[src/rtl/clint_pkg.sv]
// clint_pkg: shared constants and types for the core-local interruptor.
// Default register offsets, reset values and bus decode encodings.
package clint_pkg;

  localparam logic [15:0] CLINT_MSIP_OFF     = 16'h0000;
  localparam logic [15:0] CLINT_MTIMECMP_OFF = 16'h4000;
  localparam logic [15:0] CLINT_MTIME_OFF    = 16'hBFF8;

  localparam logic [63:0] MTIMECMP_RST = 64'hFFFF_FFFF_FFFF_FFFF;

  typedef enum logic {
    RESP_OK  = 1'b0,
    RESP_ERR = 1'b1
  } resp_err_e;

  typedef enum logic [2:0] {
    SEL_NONE,
    SEL_MSIP,
    SEL_CMP_LO,
    SEL_CMP_HI,
    SEL_TIME_LO,
    SEL_TIME_HI
  } reg_sel_e;

  typedef enum logic {
    BUS_IDLE,
    BUS_RESP
  } bus_state_e;

endpackage

[src/rtl/clint_prescaler.sv]
// clint_prescaler: divides clk by TICK_DIV.
// Emits a one-cycle tick every TICK_DIV cycles.
module clint_prescaler #(
  parameter int TICK_DIV = 1
) (
  input  logic clk,
  input  logic reset,
  output logic tick
);

  localparam int CW = (TICK_DIV > 1) ? $clog2(TICK_DIV) : 1;
  localparam logic [CW-1:0] LAST = CW'(TICK_DIV - 1);

  logic [CW-1:0] count;

  assign tick = (count == LAST);

  // Wrap the counter at TICK_DIV-1.
  always_ff @(posedge clk or posedge reset) begin
    if (reset) begin
      count <= '0;
    end else if (tick) begin
      count <= '0;
    end else begin
      count <= count + CW'(1);
    end
  end

endmodule

[src/rtl/clint_timer.sv]
// clint_timer: mtime/mtimecmp/msip with a one-deep bus response slot.
// Drives the timer and software interrupt lines of the CSR file.
module clint_timer
  import clint_pkg::*;
#(
  parameter int ADDR_W = 16,
  parameter int TICK_DIV = 1,
  parameter logic [ADDR_W-1:0] MSIP_OFF = ADDR_W'(CLINT_MSIP_OFF),
  parameter logic [ADDR_W-1:0] MTIMECMP_OFF = ADDR_W'(CLINT_MTIMECMP_OFF),
  parameter logic [ADDR_W-1:0] MTIME_OFF = ADDR_W'(CLINT_MTIME_OFF)
) (
  input  logic              clk,
  input  logic              reset,
  input  logic              req_valid,
  output logic              req_ready,
  input  logic              req_we,
  input  logic [ADDR_W-1:0] req_addr,
  input  logic [31:0]       req_wdata,
  output logic              resp_valid,
  input  logic              resp_ready,
  output logic [31:0]       resp_rdata,
  output logic              resp_err,
  output logic              timer_int,
  output logic              sw_int
);

  localparam logic [ADDR_W-1:0] WMASK = ~ADDR_W'(3);
  localparam logic [ADDR_W-1:0] FOUR = ADDR_W'(4);
  localparam logic [ADDR_W-1:0] A_MSIP = MSIP_OFF & WMASK;
  localparam logic [ADDR_W-1:0] A_CMPL = MTIMECMP_OFF & WMASK;
  localparam logic [ADDR_W-1:0] A_CMPH = (MTIMECMP_OFF + FOUR) & WMASK;
  localparam logic [ADDR_W-1:0] A_TIML = MTIME_OFF & WMASK;
  localparam logic [ADDR_W-1:0] A_TIMH = (MTIME_OFF + FOUR) & WMASK;

  logic [63:0]       mtime;
  logic [63:0]       mtimecmp;
  logic              msip;
  logic              tick;
  logic              accept;
  logic              wr;
  logic [ADDR_W-1:0] word;
  reg_sel_e          sel;
  logic [31:0]       rd_data;
  bus_state_e        state_q;
  bus_state_e        state_d;

  assign word       = req_addr & WMASK;
  assign resp_valid = (state_q == BUS_RESP);
  assign req_ready  = !resp_valid || resp_ready;
  assign accept     = req_valid && req_ready;
  assign wr         = accept && req_we;
  assign sw_int     = msip;

  clint_prescaler #(
    .TICK_DIV(TICK_DIV)
  ) u_presc (
    .clk  (clk),
    .reset(reset),
    .tick (tick)
  );

  // Decode the word offset into a register select.
  always_comb begin
    sel = SEL_NONE;
    unique case (1'b1)
      (word == A_MSIP): sel = SEL_MSIP;
      (word == A_CMPL): sel = SEL_CMP_LO;
      (word == A_CMPH): sel = SEL_CMP_HI;
      (word == A_TIML): sel = SEL_TIME_LO;
      (word == A_TIMH): sel = SEL_TIME_HI;
      default:          sel = SEL_NONE;
    endcase
  end

  // Read mux over the pre-write register values.
  always_comb begin
    rd_data = '0;
    unique case (sel)
      SEL_MSIP:    rd_data = {31'b0, msip};
      SEL_CMP_LO:  rd_data = mtimecmp[31:0];
      SEL_CMP_HI:  rd_data = mtimecmp[63:32];
      SEL_TIME_LO: rd_data = mtime[31:0];
      SEL_TIME_HI: rd_data = mtime[63:32];
      default:     rd_data = '0;
    endcase
  end

  // Bus FSM state register.
  always_ff @(posedge clk or posedge reset) begin
    if (reset) begin
      state_q <= BUS_IDLE;
    end else begin
      state_q <= state_d;
    end
  end

  // Response slot fills on accept, drains on resp_ready.
  always_comb begin
    state_d = state_q;
    unique case (state_q)
      BUS_IDLE: if (accept) state_d = BUS_RESP;
      BUS_RESP: begin
        if (accept) begin
          state_d = BUS_RESP;
        end else if (resp_ready) begin
          state_d = BUS_IDLE;
        end
      end
    endcase
  end

  // Capture response data at accept; hold while stalled.
  always_ff @(posedge clk or posedge reset) begin
    if (reset) begin
      resp_rdata <= '0;
      resp_err   <= RESP_OK;
    end else if (accept) begin
      resp_rdata <= req_we ? 32'b0 : rd_data;
      resp_err   <= (sel == SEL_NONE) ? RESP_ERR : RESP_OK;
    end
  end

  // msip and mtimecmp software writes.
  always_ff @(posedge clk or posedge reset) begin
    if (reset) begin
      msip     <= 1'b0;
      mtimecmp <= MTIMECMP_RST;
    end else if (wr) begin
      if (sel == SEL_MSIP) msip <= req_wdata[0];
      if (sel == SEL_CMP_LO) mtimecmp[31:0] <= req_wdata;
      if (sel == SEL_CMP_HI) mtimecmp[63:32] <= req_wdata;
    end
  end

  // mtime: a software write beats the tick increment.
  always_ff @(posedge clk or posedge reset) begin
    if (reset) begin
      mtime <= '0;
    end else if (wr && sel == SEL_TIME_LO) begin
      mtime <= {mtime[63:32], req_wdata};
    end else if (wr && sel == SEL_TIME_HI) begin
      mtime <= {req_wdata, mtime[31:0]};
    end else if (tick) begin
      mtime <= mtime + 64'd1;
    end
  end

  // Level timer interrupt, registered compare.
  always_ff @(posedge clk or posedge reset) begin
    if (reset) begin
      timer_int <= 1'b0;
    end else begin
      timer_int <= (mtime >= mtimecmp);
    end
  end

endmodule
[config.mk]
export PLATFORM = sky130hd
export DESIGN_NAME = clint_timer
export DESIGN_NICKNAME = d
export VERILOG_FILES = /design/src/rtl/clint_pkg.sv /design/src/rtl/clint_prescaler.sv /design/src/rtl/clint_timer.sv
export SDC_FILE = /design/constraint.sdc
export NUM_CORES = 1
export LEC_CHECK = 0
export CAP_MARGIN = 20
export CORE_UTILIZATION = 47
export CTS_CLUSTER_DIAMETER = 30
export CTS_CLUSTER_SIZE = 25
export DETAILED_ROUTE_END_ITERATION = 10
export PLACE_DENSITY = 0.67
export SYNTH_ARGS = -nofsm -noshare
export SYNTH_HDL_FRONTEND = slang
export SYNTH_SLANG_ARGS = --single-unit
[constraint.sdc]
create_clock -name clk -period 5.75 [get_ports clk]
set_input_delay 0.575 -clock clk [delete_from_list [all_inputs] [get_ports clk]]
set_output_delay 0.575 -clock clk [all_outputs]
set_load 0.02 [all_outputs]
==> results.toml <==
[outcome]
status = "finished, final reports clean"

[route]
via_per_inst = 6.27
ant_nets = 0
routed_wl_mm = 30.5
drc_errors = 0
firstDrtPassIters = 6
drt-wirelength-per-cell_um = 20.9
vias = 9139
first_iter_violations = 837

[clock_tree]
hold_buffers = 0
clkSlewWorstSetupHoldPaths_ps = 70
cts.sinks = 164
cts_buffers = 17
tritoncts = "built"
clock_path_buffers = 2
worstSkewPairLatency_ps = 430
h-tree-depth = 4
post_cts_buffers = 0
cts_resized = 0
root_buffer = "clkbuf_16"

[floorplan]
die_h_um = 148
num_rows = 52
die_w_um = 148
die-area_mm2 = 0.0218
core_mm2 = 0.0205
ios = 90
initial_utilization_pct = 48.6

[synthesis]
synth_compound_area_share_pct = 23.4
yosysTopAreaCell = "dfrtp_1"
synth-simple-area-share_pct = 19.9
synth_area_leaders = "dfrtp_1 25%, dfstp_2 17%, ha_1 8.2%"
synth_edf_count = 0
synth_fp_nets = 1229
synth_top_area_share_pct = 25.1
yosysWarningCount = 0
async_flop_share_pct = 100
syn_inst = 1111
synthMuxAreaShare_pct = 0.954
synth_top_family_by_area = "compound AO/OA/AOI/OAI gates"
ys.flop_type = "dfrtp_1"
ys_ff_latch = 164
synth_cell_types = 73
synth_fa_ha_area_share_pct = 8.16
syn_area_mm2 = 0.00996
synthXorXnorAreaFrac_pct = 0.0879
synth.avg_cell_area_um2 = 8.97
ys_seq_area_share_pct = 42.0

[worst_hold_path]
hold_path.class = "flop to flop"

[setup_path]
critPathCaptureType = "flop"
worstPathRequired_ps = 6100
arrival_ps = 3460
worstPathMaxFanout = 33
critPathLaunchType = "input port"
critPathKind = "input port to flop"

[final_layout]
final_cell_mix = "141 x nand2_1, 103 x o21ai_0, 100 x dfrtp_1"
fillers = 1885
final_common_cell = "nand2_1"
nets = 1292
final_area_mm2 = 0.0117
area_growth_pct = 17.4
drive_above_1_share_pct = 12.2
diodes = 0

[sta]
hold_viol_final = 0
setup-violations-final = 0
worstMarginPinSlew_ps = 1100
fin_setup_tns_ps = 0
rsz0062_at_grt = "no"
min_period_over_period_pct = 54.0
slew_viol_final = 0
slew_headroom_pct = 26.1
fin_crit_ps = 3110
fmax_mhz = 322
setup_ws_ps = 2640
skew_ps = 8.86

[global_route]
grt_pass1_vias = 8852
overflow = 0
gr-usage-all-layers_pct = 28.9
grt_first_pass_wirelength_mm = 48.8
grt_max_degree = 82
antenna_found_initial = 0

[place]
dp_slack_ps = 1870
port_buffers = 87
gp_congestion = 0.887
dpl.hpwl_mm = 21.0
placed_cell_area_mm2 = 0.0110

[run]
maxCapViolations = 0

[pwr]
total_power_mw = 2.56
vdd_ir_drop_max_mv = 0.195
p_leak_nw = 5.17
powerDensity_mw_per_mm2 = 219
state kept, by name, indices dropped and copies added, names as in the netlist:
register and flops:
resp_err 1, resp_valid 1, sw_int 1, timer_int 1, resp_rdata 32, mtimecmp 64
mtime 64
through the flow:
step	std cells	utilization [%]	hold WS, ps
global route	1457	57.1	521
floorplan	1111	-	485
global placement	1422	53.9	467
finish	1457	57.1	494
detailed placement	1422	53.9	494
CTS	1454	56.8	510
worst max-delay path: stages:
cell and delay [ps]:
clkdlybuf4s50_1 480, nor4_1 430, and3_1 300, and3b_1 170, buf_4 400, and2_2 640
buf_16 240, nand2_1 70, o21ai_0 90
routing by layer:
metal / share of wire (%) / wire length (um) / vias up / GRT usage [%]
met5: 0 / 0 / - / 0
met4: 2.6 / 801 / 0 / 10.4
met3: 6.2 / 1890 / 63 / 5.28
met2: 47 / 14400 / 361 / 47.3
met1: 44 / 13300 / 4457 / 38.4
li1: - / - / 4258 / -
power by group:
group	switching [mW]	internal, mW	leakage [nW]
sequential	0.0435	1.18	1.98
combinational	0.0925	0.0668	2.90
clock	0.511	0.670	0.291
total	0.647	1.92	5.17
cells by family (layout without fill, tap and decap cells):
family,Yosys count,after routing
AOI/OAI and AO/OA,344,344
muxes,9,9
DFF,164,164
and+or+nand+nor,393,393
buffers and inverters,135,211
xor gates and xnor gates,1,1
adders and majority gates,65,65
layout make-up:
class | count | area, um^2 | share of cell area [%]
Inverter | 75 | 287 | 2.45
Clock buffer | 19 | 453 | 3.87
Sequential cell | 164 | 4180 | 35.8
Multi-Input combinational cell | 812 | 5260 | 44.9
Tap cell | 270 | 338 | 2.89
Timing Repair Buffer | 104 | 1040 | 8.88
Clock inverter | 13 | 146 | 1.25
final timing paths:
path / startpoint / end / slack (ps) / depth (start not counted)
min reg2reg: resp_rdata[0] / resp_rdata[0] / 490 / 2
max: req_addr[12] / mtimecmp[22] / 2640 / 9
max in group asynchronous: reset / mtimecmp[18] / 3980 / 3
min in group asynchronous: reset / resp_rdata[0] / 670 / 2
max reg2reg: mtime[21] / mtime[39] / 2810 / 6
min: resp_rdata[0] / resp_rdata[0] / 490 / 2
Yosys cell counts, drive strengths merged (18+ instances only):
cell and n:
dfstp 64, nand3 34, nand4 39, a211oi 24, dfrtp 100, o21ai 103, a22oi 31, a21oi 71
inv 75, ha 65, clkbuf 42, nor3 22, nor2 74, and3 22, nand2 141, a221o 27
buf 18
Note: power is estimated with default switching activity, not from simulation.
